[src/rtl/mac_27x27_pipe.sv]
// 27x27 multiplier in m27x27 mode: resulta = ax * ay, with four optional
// pipeline stages (input, input-pipeline, product, output).
module mac_27x27_pipe #(
    parameter int AX_WIDTH            = 27,
    parameter int AY_WIDTH            = 27,
    parameter int RESULT_A_WIDTH      = 54,
    parameter bit AX_SIGNED           = 1'b0,
    parameter bit AY_SIGNED           = 1'b0,
    parameter bit INPUT_REG           = 1'b1,
    parameter bit INPUT_PIPELINE_REG  = 1'b0,
    parameter bit SECOND_PIPELINE_REG = 1'b0,
    parameter bit OUTPUT_REG          = 1'b1
) (
    input  logic                      clk,
    input  logic                      clr_n,
    input  logic [2:0]                ena,
    input  logic [AX_WIDTH-1:0]       ax,
    input  logic [AY_WIDTH-1:0]       ay,
    output logic [RESULT_A_WIDTH-1:0] resulta
);

    localparam bit USE_SIGNED = AX_SIGNED | AY_SIGNED;

    if (AX_WIDTH < 1 || AX_WIDTH > 27) begin : g_bad_ax
        $fatal(1, "mac_27x27_pipe: AX_WIDTH out of range 1..27");
    end
    if (AY_WIDTH < 1 || AY_WIDTH > 27) begin : g_bad_ay
        $fatal(1, "mac_27x27_pipe: AY_WIDTH out of range 1..27");
    end
    if (RESULT_A_WIDTH < 1 || RESULT_A_WIDTH > 64) begin : g_bad_res
        $fatal(1, "mac_27x27_pipe: RESULT_A_WIDTH out of range 1..64");
    end

    logic [26:0] ax_ext, ay_ext;
    logic [26:0] s1_ax, s1_ay;
    logic [26:0] s2_ax, s2_ay;
    logic [53:0] prod, s3_prod;
    logic [RESULT_A_WIDTH-1:0] res_next;

    always_comb begin
        ax_ext = AX_SIGNED ? 27'($signed(ax)) : 27'(ax);
        ay_ext = AY_SIGNED ? 27'($signed(ay)) : 27'(ay);
    end

    if (INPUT_REG) begin : g_s1
        always_ff @(posedge clk or negedge clr_n) begin
            if (!clr_n) begin
                s1_ax <= '0;
                s1_ay <= '0;
            end else if (ena[0]) begin
                s1_ax <= ax_ext;
                s1_ay <= ay_ext;
            end
        end
    end else begin : g_s1_wire
        assign s1_ax = ax_ext;
        assign s1_ay = ay_ext;
    end

    if (INPUT_PIPELINE_REG) begin : g_s2
        always_ff @(posedge clk or negedge clr_n) begin
            if (!clr_n) begin
                s2_ax <= '0;
                s2_ay <= '0;
            end else if (ena[1]) begin
                s2_ax <= s1_ax;
                s2_ay <= s1_ay;
            end
        end
    end else begin : g_s2_wire
        assign s2_ax = s1_ax;
        assign s2_ay = s1_ay;
    end

    // One signed operand makes the whole multiply signed, as in the hard block.
    if (USE_SIGNED) begin : g_mul_s
        assign prod = $signed(s2_ax) * $signed(s2_ay);
    end else begin : g_mul_u
        assign prod = 54'(s2_ax) * 54'(s2_ay);
    end

    if (SECOND_PIPELINE_REG) begin : g_s3
        always_ff @(posedge clk or negedge clr_n) begin
            if (!clr_n)
                s3_prod <= '0;
            else if (ena[1])
                s3_prod <= prod;
        end
    end else begin : g_s3_wire
        assign s3_prod = prod;
    end

    if (RESULT_A_WIDTH <= 54) begin : g_trunc
        assign res_next = s3_prod[RESULT_A_WIDTH-1:0];
    end else begin : g_ext
        assign res_next = {{(RESULT_A_WIDTH-54){USE_SIGNED & s3_prod[53]}}, s3_prod};
    end

    if (OUTPUT_REG) begin : g_s4
        always_ff @(posedge clk or negedge clr_n) begin
            if (!clr_n)
                resulta <= '0;
            else if (ena[2])
                resulta <= res_next;
        end
    end else begin : g_s4_wire
        assign resulta = res_next;
    end

    // Enable bits and upper product bits are unused in some configurations.
    logic unused_bits;
    assign unused_bits = ^{ena, s3_prod};

endmodule

[config.mk]
export PLATFORM = sky130hd
export DESIGN_NAME = mac_27x27_pipe
export DESIGN_NICKNAME = d
export VERILOG_FILES = /design/src/rtl/mac_27x27_pipe.sv
export SDC_FILE = /design/constraint.sdc
export NUM_CORES = 2
export LEC_CHECK = 0
export CAP_MARGIN = 20
export CORE_MARGIN = 3
export CORE_UTILIZATION = 45
export DETAILED_ROUTE_END_ITERATION = 16
export GPL_ROUTABILITY_DRIVEN = 0
export GPL_TIMING_DRIVEN = 0
export PLACE_DENSITY = 0.61
export SYNTH_ARGS = -nofsm -noshare
export SYNTH_HDL_FRONTEND = slang
export SYNTH_SLANG_ARGS = --single-unit
export TNS_END_PERCENT = 100
[constraint.sdc]
create_clock -name clk -period 7.85 [get_ports clk]
set_input_delay 1.57 -clock clk [delete_from_list [all_inputs] [get_ports clk]]
set_output_delay 1.57 -clock clk [all_outputs]
set_load 0.03 [all_outputs]
==> impl_metrics.toml <==
[placed_design]
port-buffer-count = 109
pre_cts_ws_ns = -0.5041
place.detailed.hpwl_um = 72320

[setup_path]
r2r_slack_ns = 0.22
cp.arrival_ns = 7.93
path_max_fanout = 10
path_class = "reg2reg"
cp.required_ns = 8.15
crit_path_start_kind = "flop"
r2r_end = "resulta[48]"
worstRegToRegCells = 24
critPathCaptureType = "flop"
r2r-start = "s1_ax[13]"

[global_routing]
grt_pass1_vias = 22600
grt_overflow = 0
grt_max_degree = 79
grtUsageTotal_pct = 27.78
grt_pass1_wl_um = 132600
antenna_found_initial = 2

[detailed_routing]
postRouteAntennaNets = 0
routedWlPerCell_um = 22.08
drc_errors = 0
wirelength_um = 86010
first_iter_violations = 1614
num_vias = 21020
dr.pass1.iters = 5
avgViaCountPerCell = 5.396

[yosys]
synth_common_cells = "741 x inv_1, 624 x fa_1, 512 x nand2_1"
synth_cell_types = 59
synth.most_common_cell = "inv_1"
synth_nets = 3905
ys_ff_latch = 108
synth_cells = 3029
async_reset_ff_share_pct = 100.0
ys.flop_type = "dfrtp_1"
yosys-top-cells-area = "fa_1 45%, inv_1 10%, dfrtp_1 9.7%, ha_1 8.7%, nand2_1 6.9%"
ys_warn_count = 0
synth.avg_cell_area_sq_um = 9.185
synth_top_area_share_pct = 44.90
synth_top_cell_by_area = "fa_1"
netlist_area_sq_um = 27820
synth_edf_count = 0
ys_seq_area_share_pct = 9.714

[sta]
fin_crit_ns = 7.629
setup-violations-final = 0
hold_viol = 0
fmaxAchievable_mhz = 131.1
finClkSkew_ns = 0.02155
setup_ws_ns = 0.2207
slew_headroom_pct = 40.99
slew_viol_final = 0
worstMarginPinSlew_ns = 0.8851
whs_ns = 0.4962
period_share_pct = 97.19
rsz0062_at_grt = "false"

[worst_hold_path]
hp-class = "reg2reg"
min_to = "resulta[44]"
min_from = "resulta[44]"
min_delay_path_depth = 2

[finish]
drive_above_1_share_pct = 8.478
syn_to_final_growth_pct = 8.756
diodes = 0
fill_cells = 5693
nNetsFinal = 3985
fin_util_pct = 49.76

[cts]
cts_buffer_depth = 2
clkSinkCount = 108
insertion_delay_ns = 0.43
htreeDepth = 3
path_clk_slew_ns = 0.08
numCtsBuffers = 9
cts_tree = "done"
ctsRootBufferMaster = "clkbuf_16"
cts_hold_buf = 0

[floorplanning]
start_util_pct = 45.75
fp.dieH_um = 254.7
rows = 90
core_sq_um = 60810
die_w_um = 254.7
die-area_sq_um = 64850
pin_count = 113

[run]
maxCapViolCount = 0

[status]
run_status = "complete, no violations"
==> cell type report <==
class / instances / area (sq um) / area share, %
Buffer: 144 / 671.9 / 2.221
Clock buffer: 9 / 225.2 / 0.7443
Clock inverter: 7 / 91.34 / 0.3019
Inverter: 742 / 2785 / 9.205
Multi-Input combinational cell: 1993 / 21630 / 71.49
Sequential cell: 108 / 2739 / 9.052
Tap cell: 782 / 978.4 / 3.234
Timing Repair Buffer: 111 / 1135 / 3.751
==> kinds of logic (layout without fill, tap and decap cells) <==
family / after synthesis / in the layout / share of synthesized area [%]
AOI/OAI and AO/OA: 168 / 168 / 4.102
xor gates and xnor gates: 48 / 48 / 1.511
adders and majority gates: 817 / 817 / 53.58
buffers and inverters: 928 / 1013 / 12.57
DFF: 108 / 108 / 9.714
muxes: 99 / 99 / 4.020
and+or+nand+nor: 861 / 861 / 14.51
==> repair_timing <==
action / CTS / global route
resized for setup: 49 / 120
buffers inserted: 0 / 0
setup endpoints to repair: 26 / 21
cloned: 0 / 0
==> state kept, by name, summed over array words and instances (netlist names) <==
register and count:
resulta 54, s1_ax 27, s1_ay 27
==> metal layers <==
layer | vias up | track usage (%) | share of wire, %
met2 | 834 | 46.70 | 49
met1 | 11010 | 34.81 | 39
met3 | 222 | 4.497 | 6.6
met5 | - | 0 | 0
met4 | 0 | 14.33 | 6.1
li1 | 8960 | - | -
==> placed cells by master, fill, tap and decap left out, drive strengths merged, types with 11 or more instances in the layout <==
cell           netlist  routed
xnor2               28      28
fa                 624     624
xor2                20      20
ha                 193     193
mux2                99      99
clkdlybuf4s50        0     108
o21ai               37      37
clkbuf             170     135
nor3                11      11
nand2              512     512
buf                 16      21
and2               269     269
nand4               17      17
dfrtp              108     108
nor2                32      32
a21o                14      14
a21oi               58      58
o21bai              15      15
inv                742     745
==> how the worst max path moves through the flow <==
stage | cells past startpoint | start | endpoint
3_5_place_dp | 25 | s1_ax[13] | resulta[48]
6_report | 24 | s1_ax[13] | resulta[48]
3_3_place_gp | 25 | s1_ax[13] | resulta[48]
5_1_grt | 24 | s1_ax[22] | resulta[53]
4_1_cts | 24 | s1_ax[6] | resulta[48]
2_1_floorplan | 25 | s1_ay[3] | resulta[48]
==> worst max-delay path, cell delays in order, from the launching register on <==
cell,delay [ns]
dfrtp_2,0.55
clkbuf_2,0.45
nand2_1,0.15
fa_1,0.55
inv_1,0.05
fa_1,0.50
inv_1,0.07
fa_1,0.56
fa_1,0.45
fa_1,0.54
inv_1,0.05
fa_1,0.47
inv_1,0.05
fa_1,0.56
inv_1,0.06
ha_1,0.45
nand2_1,0.13
nor3_2,0.34
a311oi_1,0.15
a21oi_1,0.42
a221oi_2,0.14
nand3b_4,0.22
o21ai_2,0.23
xor2_1,0.10
mux2_2,0.27
==> per-stage QoR <==
step	TNS, ns	instances	area (sq um)
after floorplan	0	3029	27820
after global placement	-6.153	3920	29890
after detailed placement	-7.160	3922	29940
after CTS	0	3913	30220
after global routing	0	3896	30260
final	0	3896	30260
Power is left out: the tool's default activity adds up to more than one toggle a clock period on the data nets, which glitch-free logic cannot reach.
